## config.mk

```make
export PLATFORM = sky130hd
export DESIGN_NAME = butterfly_adder_pipe
export DESIGN_NICKNAME = d
export VERILOG_FILES = /design/src/rtl/butterfly_adder_pipe.sv
export SDC_FILE = /design/constraint.sdc
export NUM_CORES = 1
export LEC_CHECK = 0
export ABC_AREA = 1
export CAP_MARGIN = 20
export CELL_PAD_IN_SITES_DETAIL_PLACEMENT = 1
export CELL_PAD_IN_SITES_GLOBAL_PLACEMENT = 1
export CORE_UTILIZATION = 42
export CTS_CLUSTER_DIAMETER = 120
export CTS_CLUSTER_SIZE = 10
export DETAILED_ROUTE_END_ITERATION = 6
export GPL_ROUTABILITY_DRIVEN = 1
export PLACE_DENSITY = 0.95
export RECOVER_POWER = 25
export SYNTH_ARGS = -nofsm -noshare
export SYNTH_HDL_FRONTEND = slang
export SYNTH_SLANG_ARGS = --single-unit
```

## constraint.sdc

```tcl
create_clock -name clk -period 2.8 [get_ports clk]
set_clock_uncertainty 0.15 [all_clocks]
set_input_delay 0.56 -clock clk [delete_from_list [all_inputs] [get_ports clk]]
set_output_delay 0.56 -clock clk [all_outputs]
set_load 0.01 [all_outputs]
```

## src/rtl/butterfly_adder_pipe.sv

```systemverilog
// Two-stage radix-2 butterfly adder: stage 1 forms widened sum/difference,
// stage 2 applies optional scaling and saturation/wrap with a sticky overflow flag.
module butterfly_adder_pipe #(
   parameter int unsigned bit_width = 16,
   parameter int unsigned SIZE      = 4,
   parameter int unsigned SCALE     = 0,
   parameter int unsigned SAT       = 1
) (
   input  logic                        clk,
   input  logic                        rst_n,
   input  logic [3:0]                  stage_FFT,
   input  logic signed [bit_width-1:0] xin1,
   input  logic signed [bit_width-1:0] yin1,
   input  logic signed [bit_width-1:0] xin2,
   input  logic signed [bit_width-1:0] yin2,
   input  logic signed [bit_width-1:0] xin3,
   input  logic signed [bit_width-1:0] yin3,
   input  logic                        en,
   input  logic                        delay,
   input  logic                        clr_ovf,
   output logic signed [bit_width-1:0] xout1,
   output logic signed [bit_width-1:0] yout1,
   output logic signed [bit_width-1:0] xout2,
   output logic signed [bit_width-1:0] yout2,
   output logic                        out_valid,
   output logic                        ovf
);

   localparam int unsigned W1 = bit_width + 1;

   logic [W1-1:0] x1_q, x1_d, x2_q, x2_d, y1_q, y1_d, y2_q, y2_d;
   logic          v1_q, v1_d;
   logic [bit_width-1:0] xout1_q, xout1_d, xout2_q, xout2_d;
   logic [bit_width-1:0] yout1_q, yout1_d, yout2_q, yout2_d;
   logic          out_valid_q, out_valid_d;
   logic          ovf_q, ovf_d;

   // Floor divide by two on the widened value when scaling is enabled.
   function automatic logic [W1-1:0] scale_f(input logic [W1-1:0] v);
      return (SCALE != 0) ? {v[W1-1], v[W1-1:1]} : v;
   endfunction

   // A widened value fits in bit_width bits iff its top two bits agree.
   function automatic logic oor_f(input logic [W1-1:0] v);
      return v[W1-1] ^ v[W1-2];
   endfunction

   function automatic logic [bit_width-1:0] fit_f(input logic [W1-1:0] v);
      if ((SAT != 0) && oor_f(v))
         return v[W1-1] ? {1'b1, {(bit_width-1){1'b0}}} : {1'b0, {(bit_width-1){1'b1}}};
      return v[bit_width-1:0];
   endfunction

   logic          valid_in, last_stage;
   logic [W1-1:0] xa, xb, xc, ya, yb, yc;
   logic [W1-1:0] sx1, sx2, sy1, sy2;
   logic          oor_any;

   // Stage 1: sample operands and mode together on a valid beat.
   always_comb begin
      valid_in   = en | delay;
      last_stage = 32'(stage_FFT) >= SIZE;
      xa = {xin1[bit_width-1], xin1};
      xb = {xin2[bit_width-1], xin2};
      xc = {xin3[bit_width-1], xin3};
      ya = {yin1[bit_width-1], yin1};
      yb = {yin2[bit_width-1], yin2};
      yc = {yin3[bit_width-1], yin3};
      x1_d = x1_q;
      x2_d = x2_q;
      y1_d = y1_q;
      y2_d = y2_q;
      v1_d = valid_in;
      if (valid_in) begin
         x1_d = xa + xb;
         y1_d = ya + yb;
         x2_d = last_stage ? (xa + xc) : (xa - xb);
         y2_d = last_stage ? (ya + yc) : (ya - yb);
      end
   end

   // Stage 2: scale, range-check and clamp/wrap; outputs hold between beats.
   always_comb begin
      sx1 = scale_f(x1_q);
      sx2 = scale_f(x2_q);
      sy1 = scale_f(y1_q);
      sy2 = scale_f(y2_q);
      oor_any = oor_f(sx1) | oor_f(sx2) | oor_f(sy1) | oor_f(sy2);
      xout1_d = xout1_q;
      xout2_d = xout2_q;
      yout1_d = yout1_q;
      yout2_d = yout2_q;
      out_valid_d = v1_q;
      if (v1_q) begin
         xout1_d = fit_f(sx1);
         xout2_d = fit_f(sx2);
         yout1_d = fit_f(sy1);
         yout2_d = fit_f(sy2);
      end
      // Set has priority over clear.
      ovf_d = (ovf_q & ~clr_ovf) | (v1_q & oor_any);
   end

   always_ff @(posedge clk or negedge rst_n) begin
      if (!rst_n) begin
         x1_q        <= '0;
         x2_q        <= '0;
         y1_q        <= '0;
         y2_q        <= '0;
         v1_q        <= 1'b0;
         xout1_q     <= '0;
         xout2_q     <= '0;
         yout1_q     <= '0;
         yout2_q     <= '0;
         out_valid_q <= 1'b0;
         ovf_q       <= 1'b0;
      end else begin
         x1_q        <= x1_d;
         x2_q        <= x2_d;
         y1_q        <= y1_d;
         y2_q        <= y2_d;
         v1_q        <= v1_d;
         xout1_q     <= xout1_d;
         xout2_q     <= xout2_d;
         yout1_q     <= yout1_d;
         yout2_q     <= yout2_d;
         out_valid_q <= out_valid_d;
         ovf_q       <= ovf_d;
      end
   end

   assign xout1     = xout1_q;
   assign xout2     = xout2_q;
   assign yout1     = yout1_q;
   assign yout2     = yout2_q;
   assign out_valid = out_valid_q;
   assign ovf       = ovf_q;

endmodule

```

==> reports/qor.yml, run 1 <==
pre_cts_ws_ps: -874.3
fp.dieW_um: 154.9
grt_max_degree: 96
avgSynthCellArea_sq_um: 7.101
synth_top_area_share: 0.3443
syn_inst: 1382
yosys.area.top_type: "dfrtp_1"
cts_max_path_buffers: 2
status: "did not finish"
place_hpwl_um: 32850
routabilityCongestion: 0.9446
grt_use_total: 0.6956
synth-seq-cells: 135
synth_nets: 1565
ys.flop_type: "dfrtp_1"
h-tree-depth: 4
synth_cell_type_count: 42
async_flop_share: 1.000
worstEndpointGrtRepair: "sy2[9]$_DFFE_PN0P_/D"
cts.sinks: 135
overflow: 3
initial_core_util: 0.4308
die_h_um: 154.9
cts-root-buf: "clkbuf_16"
netlist_area_sq_mm: 0.009813
stop_stage: "global routing"
cts_buffers: 17
synth_edf_count: 0
worst-ep-kind: "sequential cell input"
ys_warn_count: 0
ys_seq_area_frac: 0.3443
place_area_sq_mm: 0.01290
synthTopCellsByArea: "dfrtp_1, nand2_1, ha_1"
ioPinCount: 171
port_buffers: 168
rows: 55
first-error: "[ERROR GRT-0232] Routing congestion too high. Check the congestion heatmap in the GUI."
==> per-stage QoR <==
stage	util	instances	TNS [ps]	hold WS (ps)
after floorplan	-	1382	-6.438	114.4
after global placement	0.5663	1975	-13090	313.0
after detailed placement	0.5663	1975	-21140	321.2
after CTS	0.6314	2039	-22.52	344.9
==> synthesized netlist by cell type, types with 4 or more instances <==
master / instances
nand2_1: 415
nor2_1: 145
dfrtp_1: 135
a21oi_1: 117
inv_1: 113
nand3_1: 113
ha_1: 74
o21ai_0: 51
buf_2: 23
xnor2_1: 17
xor2_1: 17
o21ai_1: 16
nand2_2: 13
or2_1: 13
a21oi_2: 12
clkbuf_1: 12
nor3_1: 11
o21bai_1: 10
nand3_2: 9
nor2_2: 7
a21o_1: 6
nand4_1: 6
or2_2: 6
o21ai_2: 5
buf_1: 4
fa_1: 4
==> metal layers <==
layer | overflow | global-route usage
met5 | 0 | 0.1222
met4 | 2 | 0.7058
met3 | 1 | 0.4579
met2 | 0 | 0.8998
met1 | 0 | 0.7239
==> timing repair <==
action	4_1_cts
resized for setup	233
buffers inserted	31
pin swaps	88
hold endpoints to repair	8
setup endpoints to repair	28
hold buffers	1
==> cells by family after synthesis <==
family,Yosys count,share of synthesized area
buffers and inverters,156,0.06362
AOI/OAI and AO/OA,230,0.1336
xor gates and xnor gates,34,0.03034
DFF,135,0.3443
and+or+nand+nor,749,0.3256
adders and majority gates,78,0.1025
==> run 2: changes to the inputs <==
==> config.mk (replaced) <==
export PLATFORM = sky130hd
export DESIGN_NAME = butterfly_adder_pipe
export DESIGN_NICKNAME = d
export VERILOG_FILES = /design/src/rtl/butterfly_adder_pipe.sv
export SDC_FILE = /design/constraint.sdc
export NUM_CORES = 1
export LEC_CHECK = 0
export ABC_AREA = 1
export CAP_MARGIN = 20
export CORE_UTILIZATION = 29
export DETAILED_ROUTE_END_ITERATION = 6
export GPL_ROUTABILITY_DRIVEN = 1
export PLACE_DENSITY_LB_ADDON = 0.15
export RECOVER_POWER = 25
export SYNTH_ARGS = -nofsm -noshare
export SYNTH_HDL_FRONTEND = slang
export SYNTH_SLANG_ARGS = --single-unit
==> reports/qor.yml, run 2 <==
status: "complete, but fails checks"
violations: "capacitance limit, slew limit"
worst_pin_slew_ps: 1626
ioPinCount: 171  # unchanged
cts_max_path_buffers: 2  # unchanged
synthTopCellsByArea: "dfrtp_1, nand2_1, ha_1"
yosysMostFrequentCell: "nand2_1"
cts_buffers: 17  # unchanged
crit_path_end_kind: "flip-flop"
ys_seq_area_frac: 0.3443  # unchanged
tns_ps: 0
post-route-util: 0.4369
routabilityCongestion: 0.9028  # -4.4%
rrSetupSlack_ps: 650
path_class: "primary input to flip-flop"
port_buffers: 168  # unchanged
fmaxAchievable_ghz: 0.3702
peakVddDrop_mv: 0.4793
place_inst: 2111  # +6.9%
overflow: 0
area_growth_pct: 46.69
netlist_area_sq_mm: 0.009813  # unchanged
final_area_sq_mm: 0.01440
maxSlewViolCount: 51
hold_path.class: "flip-flop to flip-flop"
wire_per_inst_um: 15.69
die_h_um: 186.0  # +20%
relSlewSlack: -0.08396
synth_top_area_share: 0.3443  # unchanged
swShare: 0.3665
ys_warn_count: 0  # unchanged
fin_cells: 2163
cts-root-buf: "clkbuf_16"
final_common_cell: "nand2_1"
synth-seq-cells: 135  # unchanged
place_hpwl_um: 25590  # -22%
cts_tree: "built"
antenna_found_initial: 0
hold_violations: 0
grt_max_degree: 96
cap_violations: 1
cp-start-kind: "primary input"
place_area_sq_mm: 0.01313  # +1.8%
period_needed_ps: 2701
setup_slack_ps: 98.79
dieArea_sq_mm: 0.03458
async_flop_share: 1.000  # unchanged
final_cell_mix: "nand2_1, buf_4, clkdlybuf4s50_1"
grt_use_total: 0.1975
diodes: 0
worstSkewPairLatency_ps: 440
drtIter0Drc: 717
avgViaCountPerCell: 4.689
cts.sinks: 135  # unchanged
initial_core_util: 0.2978  # -0.1330
drc: 0
required_ps: 2970
layout-drive-gt1-share: 0.2243
syn_inst: 1382  # unchanged
path_clk_slew_ps: 70
power.leakage_nw: 6.963
coreArea_sq_mm: 0.03295
rows: 66  # +20%
vias: 10140
h-tree-depth: 4  # unchanged
seq_power_share: 0.326
combPwrFrac: 0.400
firstDrtPassIters: 5
grt_pass1_wl_um: 52520
critPathArrivalTime_ps: 2870
yosys.area.top_type: "dfrtp_1"
setup_violations: 0
cp_max_fo: 5
fp.dieW_um: 186.0  # +20%
wirelength_um: 33930
pre_cts_ws_ps: -658.4  # +215.9 ps
finalNetCount: 1891
grt_pass1_vias: 9669
pwr-share-clk: 0.274
synth_common_cells: "nand2_1, nor2_1, dfrtp_1, a21oi_1"
p_int_mw: 5.563
synth_cell_type_count: 42  # unchanged
synth_edf_count: 0  # unchanged
synth_nets: 1565  # unchanged
detail-route-antenna-nets: 0
p_sw_mw: 3.218
ys.flop_type: "dfrtp_1"
pwr_density_cell_mw_per_mm2: 610.0
post-route-period-util: 0.9647
avgSynthCellArea_sq_um: 7.101  # unchanged
run 2: what timing repair did:
action | 4_1_cts | 5_1_grt
setup buffers | 6 | 11
gates cloned | 0 | 2
setup endpoints to repair | 22 | 22
pin swaps | 32 | 55
hold buffers | 1 | 0
endpoints found under the hold margin | 47 | 0
gates resized for setup | 55 | 107
run 2: final timing paths:
check,start,end,cells after the start
setup / recovery,xin2[0],sx2[15],17
hold / removal,sy2[0],sy2[0],2
setup reg to reg,out_valid_d,xout1[3],4
hold reg to reg,sy2[0],sy2[0],2
max in group asynchronous,rst_n,yout2[2],2
min in group asynchronous,rst_n,xout1[12],2
run 2: power by group through the flow:
stage / Sequential (mW) / Clock (mW) / Combinational (mW)
5_1_grt: 2.94 / 2.54 / 3.89
2_1_floorplan: 2.98 / 0 / 1.48
3_5_place_dp: 2.90 / 0 / 3.37
4_1_cts: 2.87 / 2.45 / 3.43
6_report: 2.87 / 2.40 / 3.51
3_3_place_gp: 2.90 / 0 / 3.33
run 2: logic make-up (layout without fill, tap and decap cells):
kind of cell             count (synthesis)  in the layout  synth area share
AND/OR/NAND/NOR                        749            749            0.3256
AO/OA/AOI/OAI                          230            230            0.1336
buffers and inverters                  156            495           0.06362
flip-flops                             135            135            0.3443
adder cells (fa/ha/maj)                 78             78            0.1025
XOR/XNOR                                34             34           0.03034
run 2: per-layer routing:
metal  wire (um)  part of all wire  track usage
met4         352             0.010      0.04689
met5           0                 0            0
met2       14090              0.42       0.2858
met3        1369             0.040      0.02113
met1       18120              0.53       0.3071
run 2: final cells by class:
class,instances,area (sq um)
clock buffers,17,425.4
fillers,3383,18550
flip-flops and latches,135,3378
inverters,116,440.4
clock inverters,15,186.4
multi-input cells,1091,6267
repair buffers,347,3144
well taps,442,553.0
run 2: worst max-delay path, cell delays in order:
cell,delay [ps]
dlygate4sd2_1,270
inv_2,100
ha_4,160
nand2_4,70
nor2_4,230
xor2_1,170
a21oi_1,80
ha_1,340
inv_1,80
o21bai_1,240
nand3_1,100
nand2_1,110
a21oi_1,100
nand2_1,70
nand2_1,50
nand3_1,70
nand2_1,50
run 2: stage by stage:
stage	total power [mW]	hold WS [ps]
after floorplan	4.460	114.4
after detailed placement	6.270	316.0
after global routing	9.371	353.8
after CTS	8.750	334.9
after global placement	6.239	314.9
final	8.781	332.8
No activity file was read; power rests on OpenSTA's default activity.
==> run 3: changes to the inputs <==
--- a/config.mk
+++ b/config.mk
@@ -6,6 +6,7 @@
 export NUM_CORES = 1
 export LEC_CHECK = 0
 export ABC_AREA = 1
+export ABC_CLOCK_PERIOD_IN_PS = 2800
 export CAP_MARGIN = 20
 export CORE_UTILIZATION = 29
 export DETAILED_ROUTE_END_ITERATION = 6
==> results of run 3 <==
Same layout as run 2: the final DEF is identical, and so are final timing and power.
==> run 4: changes to the inputs <==
--- a/config.mk
+++ b/config.mk
@@ -9,6 +9,7 @@
 export ABC_CLOCK_PERIOD_IN_PS = 2800
 export CAP_MARGIN = 20
 export CORE_UTILIZATION = 29
+export CTS_CLUSTER_DIAMETER = 100
 export DETAILED_ROUTE_END_ITERATION = 6
 export GPL_ROUTABILITY_DRIVEN = 1
 export PLACE_DENSITY_LB_ADDON = 0.15
==> results of run 4 <==
Same layout as run 2: the final DEF is identical, and so are final timing and power.
